<file path="src/rtl/spi_wb_sequencer.sv">
// Wishbone master that runs one complete SPI transfer through the SPI core's register port:
// DIVIDER, TX0, SS, CTRL.GO, poll until GO clears, read RX0, then deselect SS.
module spi_wb_sequencer #(
  parameter logic [4:0] CTRL_FLAGS  = 5'b00000,
  parameter int         ACK_TIMEOUT = 16,
  parameter int         POLL_LIMIT  = 1024
) (
  input  logic        clk_in,
  input  logic        rst_in,
  input  logic        start_in,
  input  logic [31:0] tx_dat_in,
  input  logic [6:0]  char_len_in,
  input  logic [15:0] divider_in,
  input  logic [7:0]  ss_in,
  output logic        busy_o,
  output logic        done_o,
  output logic        err_o,
  output logic [31:0] rx_dat_o,
  output logic [4:0]  adr_o,
  output logic [31:0] dat_o,
  output logic [3:0]  sel_o,
  output logic        we_o,
  output logic        cyc_o,
  output logic        stb_o,
  input  logic [31:0] dat_in,
  input  logic        ack_in,
  input  logic        err_in
);

  localparam logic [4:0] ADR_DATA = 5'h00;
  localparam logic [4:0] ADR_CTRL = 5'h10;
  localparam logic [4:0] ADR_DIV  = 5'h14;
  localparam logic [4:0] ADR_SS   = 5'h18;

  localparam int WAIT_W = $clog2(ACK_TIMEOUT + 1);
  localparam int POLL_W = $clog2(POLL_LIMIT + 1);
  localparam logic [WAIT_W-1:0] WAIT_LAST = WAIT_W'(ACK_TIMEOUT);
  localparam logic [POLL_W-1:0] POLL_LAST = POLL_W'(POLL_LIMIT - 1);

  typedef enum logic [3:0] {
    IDLE, WR_DIV, WR_TX, WR_SS, WR_GO, RD_POLL, RD_RX, WR_SSCLR, GAP, FINISH
  } state_t;

  state_t state_q, state_d;
  state_t ret_q, ret_d;              // access to run after the current GAP

  logic [WAIT_W-1:0] wait_q, wait_d;
  logic [POLL_W-1:0] poll_q, poll_d;
  logic              fail_q, fail_d;
  logic [31:0]       rx_buf_q, rx_buf_d;
  logic [31:0]       tx_q, tx_d;
  logic [6:0]        len_q, len_d;
  logic [15:0]       div_q, div_d;
  logic [7:0]        ss_q, ss_d;

  logic        stb_d;
  logic        we_d;
  logic [4:0]  adr_d;
  logic [31:0] dat_d;

  // Next-state and operand capture.
  // NOTE: every variable gets its default before the case so no path leaves one unassigned; otherwise a latch is inferred.
  always_comb begin
    state_d  = state_q;
    ret_d    = ret_q;
    wait_d   = wait_q;
    poll_d   = poll_q;
    fail_d   = fail_q;
    rx_buf_d = rx_buf_q;
    tx_d     = tx_q;
    len_d    = len_q;
    div_d    = div_q;
    ss_d     = ss_q;

    unique case (state_q)
      IDLE: begin
        if (start_in) begin
          tx_d    = tx_dat_in;
          len_d   = char_len_in;
          div_d   = divider_in;
          ss_d    = ss_in;
          fail_d  = 1'b0;
          wait_d  = '0;
          poll_d  = '0;
          state_d = WR_DIV;
        end
      end
      GAP:    state_d = ret_q;
      FINISH: state_d = IDLE;
      default: begin
        // Bus access in flight: err_in dominates a simultaneous ack_in.
        if (err_in) begin
          fail_d  = 1'b1;
          wait_d  = '0;
          state_d = FINISH;
        end else if (ack_in) begin
          wait_d  = '0;
          state_d = GAP;
          unique case (state_q)
            WR_DIV: ret_d = WR_TX;
            WR_TX:  ret_d = WR_SS;
            WR_SS:  ret_d = WR_GO;
            WR_GO:  ret_d = RD_POLL;
            RD_POLL: begin
              poll_d = poll_q + POLL_W'(1);
              if (!dat_in[8]) begin
                ret_d = RD_RX;
              end else if (poll_q == POLL_LAST) begin
                fail_d  = 1'b1;
                state_d = FINISH;
              end else begin
                ret_d = RD_POLL;
              end
            end
            RD_RX: begin
              rx_buf_d = dat_in;
              ret_d    = WR_SSCLR;
            end
            default: ret_d = FINISH;
          endcase
        end else if (wait_q == WAIT_LAST) begin
          fail_d  = 1'b1;
          wait_d  = '0;
          state_d = FINISH;
        end else begin
          wait_d = wait_q + WAIT_W'(1);
        end
      end
    endcase
  end

  // Bus values for the state being entered; registered below so every output is a flop.
  always_comb begin
    stb_d = 1'b0;
    we_d  = 1'b0;
    adr_d = 5'h00;
    dat_d = 32'd0;
    unique case (state_d)
      WR_DIV: begin
        stb_d = 1'b1; we_d = 1'b1; adr_d = ADR_DIV;
        dat_d = {16'd0, div_d};
      end
      WR_TX: begin
        stb_d = 1'b1; we_d = 1'b1; adr_d = ADR_DATA;
        dat_d = tx_d;
      end
      WR_SS: begin
        stb_d = 1'b1; we_d = 1'b1; adr_d = ADR_SS;
        dat_d = {24'd0, ss_d};
      end
      WR_GO: begin
        stb_d = 1'b1; we_d = 1'b1; adr_d = ADR_CTRL;
        dat_d = {18'd0, CTRL_FLAGS, 1'b1, 1'b0, len_d};
      end
      RD_POLL: begin
        stb_d = 1'b1; adr_d = ADR_CTRL;
      end
      RD_RX: begin
        stb_d = 1'b1; adr_d = ADR_DATA;
      end
      WR_SSCLR: begin
        stb_d = 1'b1; we_d = 1'b1; adr_d = ADR_SS;
      end
      default: ;
    endcase
  end

  // NOTE: sequential state uses non-blocking assignments so all flops update together at the edge.
  always_ff @(posedge clk_in) begin
    if (rst_in) begin
      state_q  <= IDLE;
      ret_q    <= IDLE;
      wait_q   <= '0;
      poll_q   <= '0;
      fail_q   <= 1'b0;
      rx_buf_q <= 32'd0;
      tx_q     <= 32'd0;
      len_q    <= 7'd0;
      div_q    <= 16'd0;
      ss_q     <= 8'd0;
      busy_o   <= 1'b0;
      done_o   <= 1'b0;
      err_o    <= 1'b0;
      rx_dat_o <= 32'd0;
      adr_o    <= 5'h00;
      dat_o    <= 32'd0;
      sel_o    <= 4'h0;
      we_o     <= 1'b0;
      cyc_o    <= 1'b0;
      stb_o    <= 1'b0;
    end else begin
      state_q  <= state_d;
      ret_q    <= ret_d;
      wait_q   <= wait_d;
      poll_q   <= poll_d;
      fail_q   <= fail_d;
      rx_buf_q <= rx_buf_d;
      tx_q     <= tx_d;
      len_q    <= len_d;
      div_q    <= div_d;
      ss_q     <= ss_d;
      busy_o   <= (state_d != IDLE);
      done_o   <= (state_d == FINISH);
      err_o    <= (state_d == FINISH) && fail_d;
      if (state_d == FINISH && !fail_d) rx_dat_o <= rx_buf_d;
      adr_o    <= adr_d;
      dat_o    <= dat_d;
      sel_o    <= stb_d ? 4'hF : 4'h0;
      we_o     <= we_d;
      cyc_o    <= stb_d;
      stb_o    <= stb_d;
    end
  end

endmodule

</file>
<file path="config.mk">
export PLATFORM = sky130hd
export DESIGN_NAME = spi_wb_sequencer
export DESIGN_NICKNAME = d
export VERILOG_FILES = /design/src/rtl/spi_wb_sequencer.sv
export SDC_FILE = /design/constraint.sdc
export NUM_CORES = 1
export LEC_CHECK = 0
export ABC_AREA = 1
export CAP_MARGIN = 20
export CORE_MARGIN = 2
export CORE_UTILIZATION = 35
export DETAILED_ROUTE_END_ITERATION = 12
export SYNTH_ARGS = -nofsm -noshare
export SYNTH_HDL_FRONTEND = slang
export SYNTH_SLANG_ARGS = --single-unit
</file>
<file path="constraint.sdc">
create_clock -name clk_in -period 2.6 [get_ports clk_in]
set_input_delay 0.52 -clock clk_in [delete_from_list [all_inputs] [get_ports clk_in]]
set_output_delay 0.52 -clock clk_in [all_outputs]
set_load 0.05 [all_outputs]
</file>
# Yosys cells after proc, flatten, opt, wreduce, memory -nomap -nowiden
# Index checks and enable logic that the tools add are counted.
# word_totals
ff_bits	198
latchBits	0
ram_bits	0
mem_bits_ro	0
output_inout_bits	79
wordCells	107
memories	0
# op_classes
addsub	2
mul	0
div	0
order_cmp	0
eq_ne	21
shifts	0
mux	46
bitwise	3
n_reduce_logical	16
# ops
cell	n
32-bit two-way mux	6
32-bit case mux with 4 select lines	1
11-bit two-way mux	4
16-bit two-way mux	2
4-bit by 3-bit == test with 1-bit output, second input constant	7
4-bit two-way mux	7
4-bit case mux with 6 select lines	1
11-bit case mux with 2 select lines	1
5-bit two-way mux	4
4-bit by 2-bit == test with 1-bit output, second input constant	4
8-bit two-way mux	2
5-bit case mux with 3 select lines	1
7-bit two-way mux	2
4-bit == test, second input constant	3
1-bit two-way mux	12
4-bit case mux with 3 select lines	1
11-bit by 1-bit adder with 11-bit output, second input constant	1
11-bit by 10-bit == test with 1-bit output, second input constant	1
5-bit case mux with 2 select lines	1
4-bit by 1-bit == test with 1-bit output, second input constant	2
7-bit OR reduction	1
2-bit OR reduction	3
5-bit by 1-bit adder with 5-bit output, second input constant	1
5-bit == test, second input constant	1
other kinds (15)	19

# Logic depth before layout (Yosys ltp)
# depth
depth_word	11
depth_mapped	15
ltp_nobuf	15

# Worst setup path after synthesis
# Ideal clock, no wire load.
# synth_path
path_type	reg2reg
from	register wait_q[0]
to	register dat_o[11]
t_arrival_ns	1.834
required_ns	2.535
path_slack_ns	0.701
path_stages_with_launch	15
synth_period_minus_slack_ns	1.899
cell_sequence	dfxtp_1 -> inv_1 -> ha_1 -> nand2_1 -> inv_1 -> nand2_1 -> nand3_1 -> o21ai_2 -> nand2_1 -> nor2_4 -> nand2_1 -> buf_2 -> nor2_1 -> nor2_1 -> nor2_1
# synth_between
elab_chain_len	7
elab_cells_between_ends	10
# synth_lines
item	line	rtl
start: declaration	47	logic [WAIT_W-1:0] wait_q, wait_d;
start signal: assignment	194	wait_q <= wait_d;
5-bit == test (*)	121	end else if (wait_q == WAIT_LAST) begin
4-bit two-way mux (*)	121	
4-bit two-way mux (*)	96	end else if (ack_in) begin
4-bit two-way mux (*)	92	if (err_in) begin
4-bit case mux with 3 select lines (*)	75	unique case (state_q)
4-bit by 3-bit == test with 1-bit output, or another cell as far along	138	unique case (state_d)
32-bit case mux with 4 select lines (*)	138	
end signal: assignment	207	dat_o <= dat_d;
end: declaration	20	output logic [31:0] dat_o,
# Every way passes the cells marked *; elsewhere a longest branch is shown, timed or not.
# A chain may end at the register's enable or synchronous reset.

# Worst setup path after layout
# layout_path
from	register wait_q[0]
to	register dat_o[19]
# The elaborated chain is that of the path after synthesis.

==> flow_metrics.tcl <==
set metrics [dict create \
    synth_edf_count 0 \
    synth_common_cells "nor2_1, dfxtp_1, nand2_1" \
    fin_nets 1252 \
    totalWireLength_um 19400 \
    gp_congestion 0.855 \
    synth.area.top_cells "dfxtp_1, nor2_1, nand2_1, mux2i_1, a21oi_1" \
    r2r-start "wait_q[0]" \
    ios 179 \
    fin_ws_ns 0.364 \
    overflow 0 \
    syn_area_per_cell_um2 7.78 \
    num-fill-cells 2165 \
    synth_most_common_cell "nor2_1" \
    peakVddDrop_mv 0.451 \
    r2r_slack_ns 0.36 \
    path_common_cell "nand2_1" \
    clock-sinks 192 \
    die-height_um 152 \
    grt_pass1_vias 6279 \
    drive_gt1_share_pct 8.00 \
    fmax_mhz 447 \
    drtPass1Iterations 4 \
    cp_slowest_cell "dfxtp_1" \
    wl_per_cell_um 13.4 \
    setup_viol 0 \
    port_buffers 176 \
    startpoint_type "register" \
    synth.distinct_cells 36 \
    ys_warn_count 0 \
    grt_pass1_wl_um 31800 \
    worstPathCellList "inv_1, ha_1, nand2_1, inv_1, nand2_1, nand3_1, o21ai_2, nand2_1, nor2_4, nand2_1, buf_4, nor4_1" \
    rows 54 \
    antenna_cells 0 \
    die-area_mm2 0.0232 \
    synth-compound-area-share_pct 5.74 \
    viasPerCell 4.63 \
    seq_area_mm2 0.00384 \
    timing.rr.end "dat_o[19]" \
    synth-seq-cells 192 \
    antenna_found_initial 0 \
    fin_tns_setup_ns 0 \
    drv_slew 0 \
    drt_iter0_drc 401 \
    hold_buffers 0 \
    cp-startpoint "wait_q[0]" \
    synth_fa_ha_area_share_pct 0.488 \
    synth_cells 990 \
    crit_end "dat_o[19]" \
    synth_area_mm2 0.00770 \
    synth_top_family_by_area "simple AND/OR/NAND/NOR gates" \
    vias 6676 \
    cts-root-buf "clkbuf_16" \
    start_util_pct 35.5 \
    required_ns 2.92 \
    cts_buffer_depth 2 \
    ant_nets 0 \
    drv_cap 0 \
    drc 0 \
    synthSimpleGateAreaFrac_pct 29.5 \
    post-route-period-util_pct 86.0 \
    power.density_mw_per_mm2 697 \
    ys_seq_area_share_pct 49.9 \
    muxShareOfSynthArea_pct 6.76 \
    worstRegToRegCells 12 \
    yosys.area.top_type "dfxtp_1" \
    multi_input_area_mm2 0.00332 \
    rsz0062_at_grt "false" \
    p_leak_nw 4.62 \
    core_area_mm2 0.0217 \
    crit_path_max_fanout 16 \
    synth-xor-area-share_pct 0.228 \
    synth_top_area_share_pct 49.9 \
    htree_levels 4 \
    dpl.hpwl_um 13000 \
    worstPathArrival_ns 2.55 \
    cts_resized 0 \
    die_w_um 152 \
    async_flop_share_pct 0 \
    hold_class "reg -> reg" \
    synth_flop_cell "dfxtp_1" \
    grt_max_degree 141 \
    fin_crit_ns 2.24 \
    max_stage_delay_ns 0.36 \
    grt_usage_pct 16.7 \
    hold_violations 0 \
    p_total_w 0.00721 \
    pre_cts_ws_ns 0.0441 \
    syn2layout_area_growth_pct 34.4 \
    path_class "reg -> reg" \
    clk_latency_ns 0.43 \
    cp-end-kind "register" \
    slew-limit-headroom_pct 55.4 \
    worst_slew_pin_slew_ns 0.669 \
    outcome "finished, final reports clean" \
    cts_buffers 17 \
    path_clk_slew_ns 0.07 \
    tritoncts "yes" \
    finClkSkew_ns 0.0156 \
    postCtsSetupBuffers 0 \
]
-- cells in the final DEF, fill, tap and decap left out, types with 2 or more instances in the layout --
| cell type | count |
|---|---|
| a21oi_1 | 59 |
| a31oi_1 | 2 |
| and2_1 | 19 |
| buf_12 | 6 |
| buf_4 | 18 |
| clkbuf_16 | 17 |
| clkdlybuf4s50_1 | 175 |
| clkinv_2 | 4 |
| clkinvlp_4 | 2 |
| conb_1 | 2 |
| dfxtp_1 | 192 |
| ha_1 | 3 |
| inv_1 | 63 |
| inv_2 | 9 |
| inv_6 | 4 |
| inv_8 | 4 |
| mux2i_1 | 52 |
| nand2_1 | 172 |
| nand2_2 | 2 |
| nand3_1 | 52 |
| nand3_2 | 2 |
| nand3b_1 | 7 |
| nand4_1 | 11 |
| nor2_1 | 202 |
| nor2_2 | 3 |
| nor3_1 | 19 |
| nor4_1 | 16 |
| o21ai_0 | 15 |
| o21ai_2 | 2 |
| or2_2 | 16 |
-- layout make-up --
cell class	count	share of cell area [%]
Multi-Input combinational cell	666	32.1
Clock buffer	17	4.11
Sequential cell	192	37.2
Timing Repair Buffer	199	19.4
Clock inverter	15	1.20
Tap cell	280	3.39
Inverter	73	2.65
-- cell families after synthesis --
kind of cell	Yosys count
xor gates and xnor gates	2
AOI/OAI and AO/OA	83
and+or+nand+nor	524
other	1
muxes	52
DFF	192
adders and majority gates	3
buffers and inverters	133
-- stage by stage --
step	hold WS (ns)	utilization, %	cells	instance area, um^2
final	0.467	47.7	1442	10300
after global routing	0.478	47.7	1442	10300
after CTS	0.468	47.7	1442	10300
after detailed placement	0.458	45.2	1410	9800
after global placement	0.453	45.2	1410	9800
after floorplan	0.437	-	991	7700
-- report_power, final --
| part | switching, W | internal, W |
|---|---|---|
| registers | 0.0000717 | 0.00312 |
| logic | 0.000955 | 0.000594 |
| clock network | 0.00121 | 0.00126 |
-- worst min-delay path by stage --
stage          depth (start not counted)  slack, ns   endpoint  startpoint
2_1_floorplan                          2       0.44  poll_q[7]   poll_q[7]
3_3_place_gp                           2       0.45   ret_q[1]    ret_q[1]
3_5_place_dp                           2       0.46   ret_q[1]    ret_q[1]
4_1_cts                                2       0.47   ret_q[1]    ret_q[1]
5_1_grt                                2       0.48   ret_q[1]    ret_q[1]
6_report                               2       0.47   ret_q[1]    ret_q[1]
-- per-layer routing --
| metal | global-route usage [%] | vias up | share of wire (%) |
|---|---|---|---|
| li1 | - | 3479 | - |
| met1 | 22.4 | 3034 | 48 |
| met5 | 0 | - | 0 |
| met3 | 3.58 | 22 | 3.8 |
| met4 | 5.56 | 0 | 1.9 |
| met2 | 26.8 | 141 | 46 |
-- critical path, delay by kind of cell, from the launching register on --
family                     cells  cell delay (ns)
AOI/OAI and AO/OA              1             0.29
adders and majority gates      1             0.19
buffers and inverters          3             0.33
DFF                            1             0.36
and+or+nand+nor                7             0.95
-- state kept, by name, summed over array words and instances, names as in the netlist, 5 cells and up --
name and flops:
ss_q 8, rx_dat_o 32, div_q 16, dat_o 32, wait_q 5, poll_q 11
tx_q 32, rx_buf_q 32, len_q 7
Note: power is estimated with default switching activity, not from simulation.
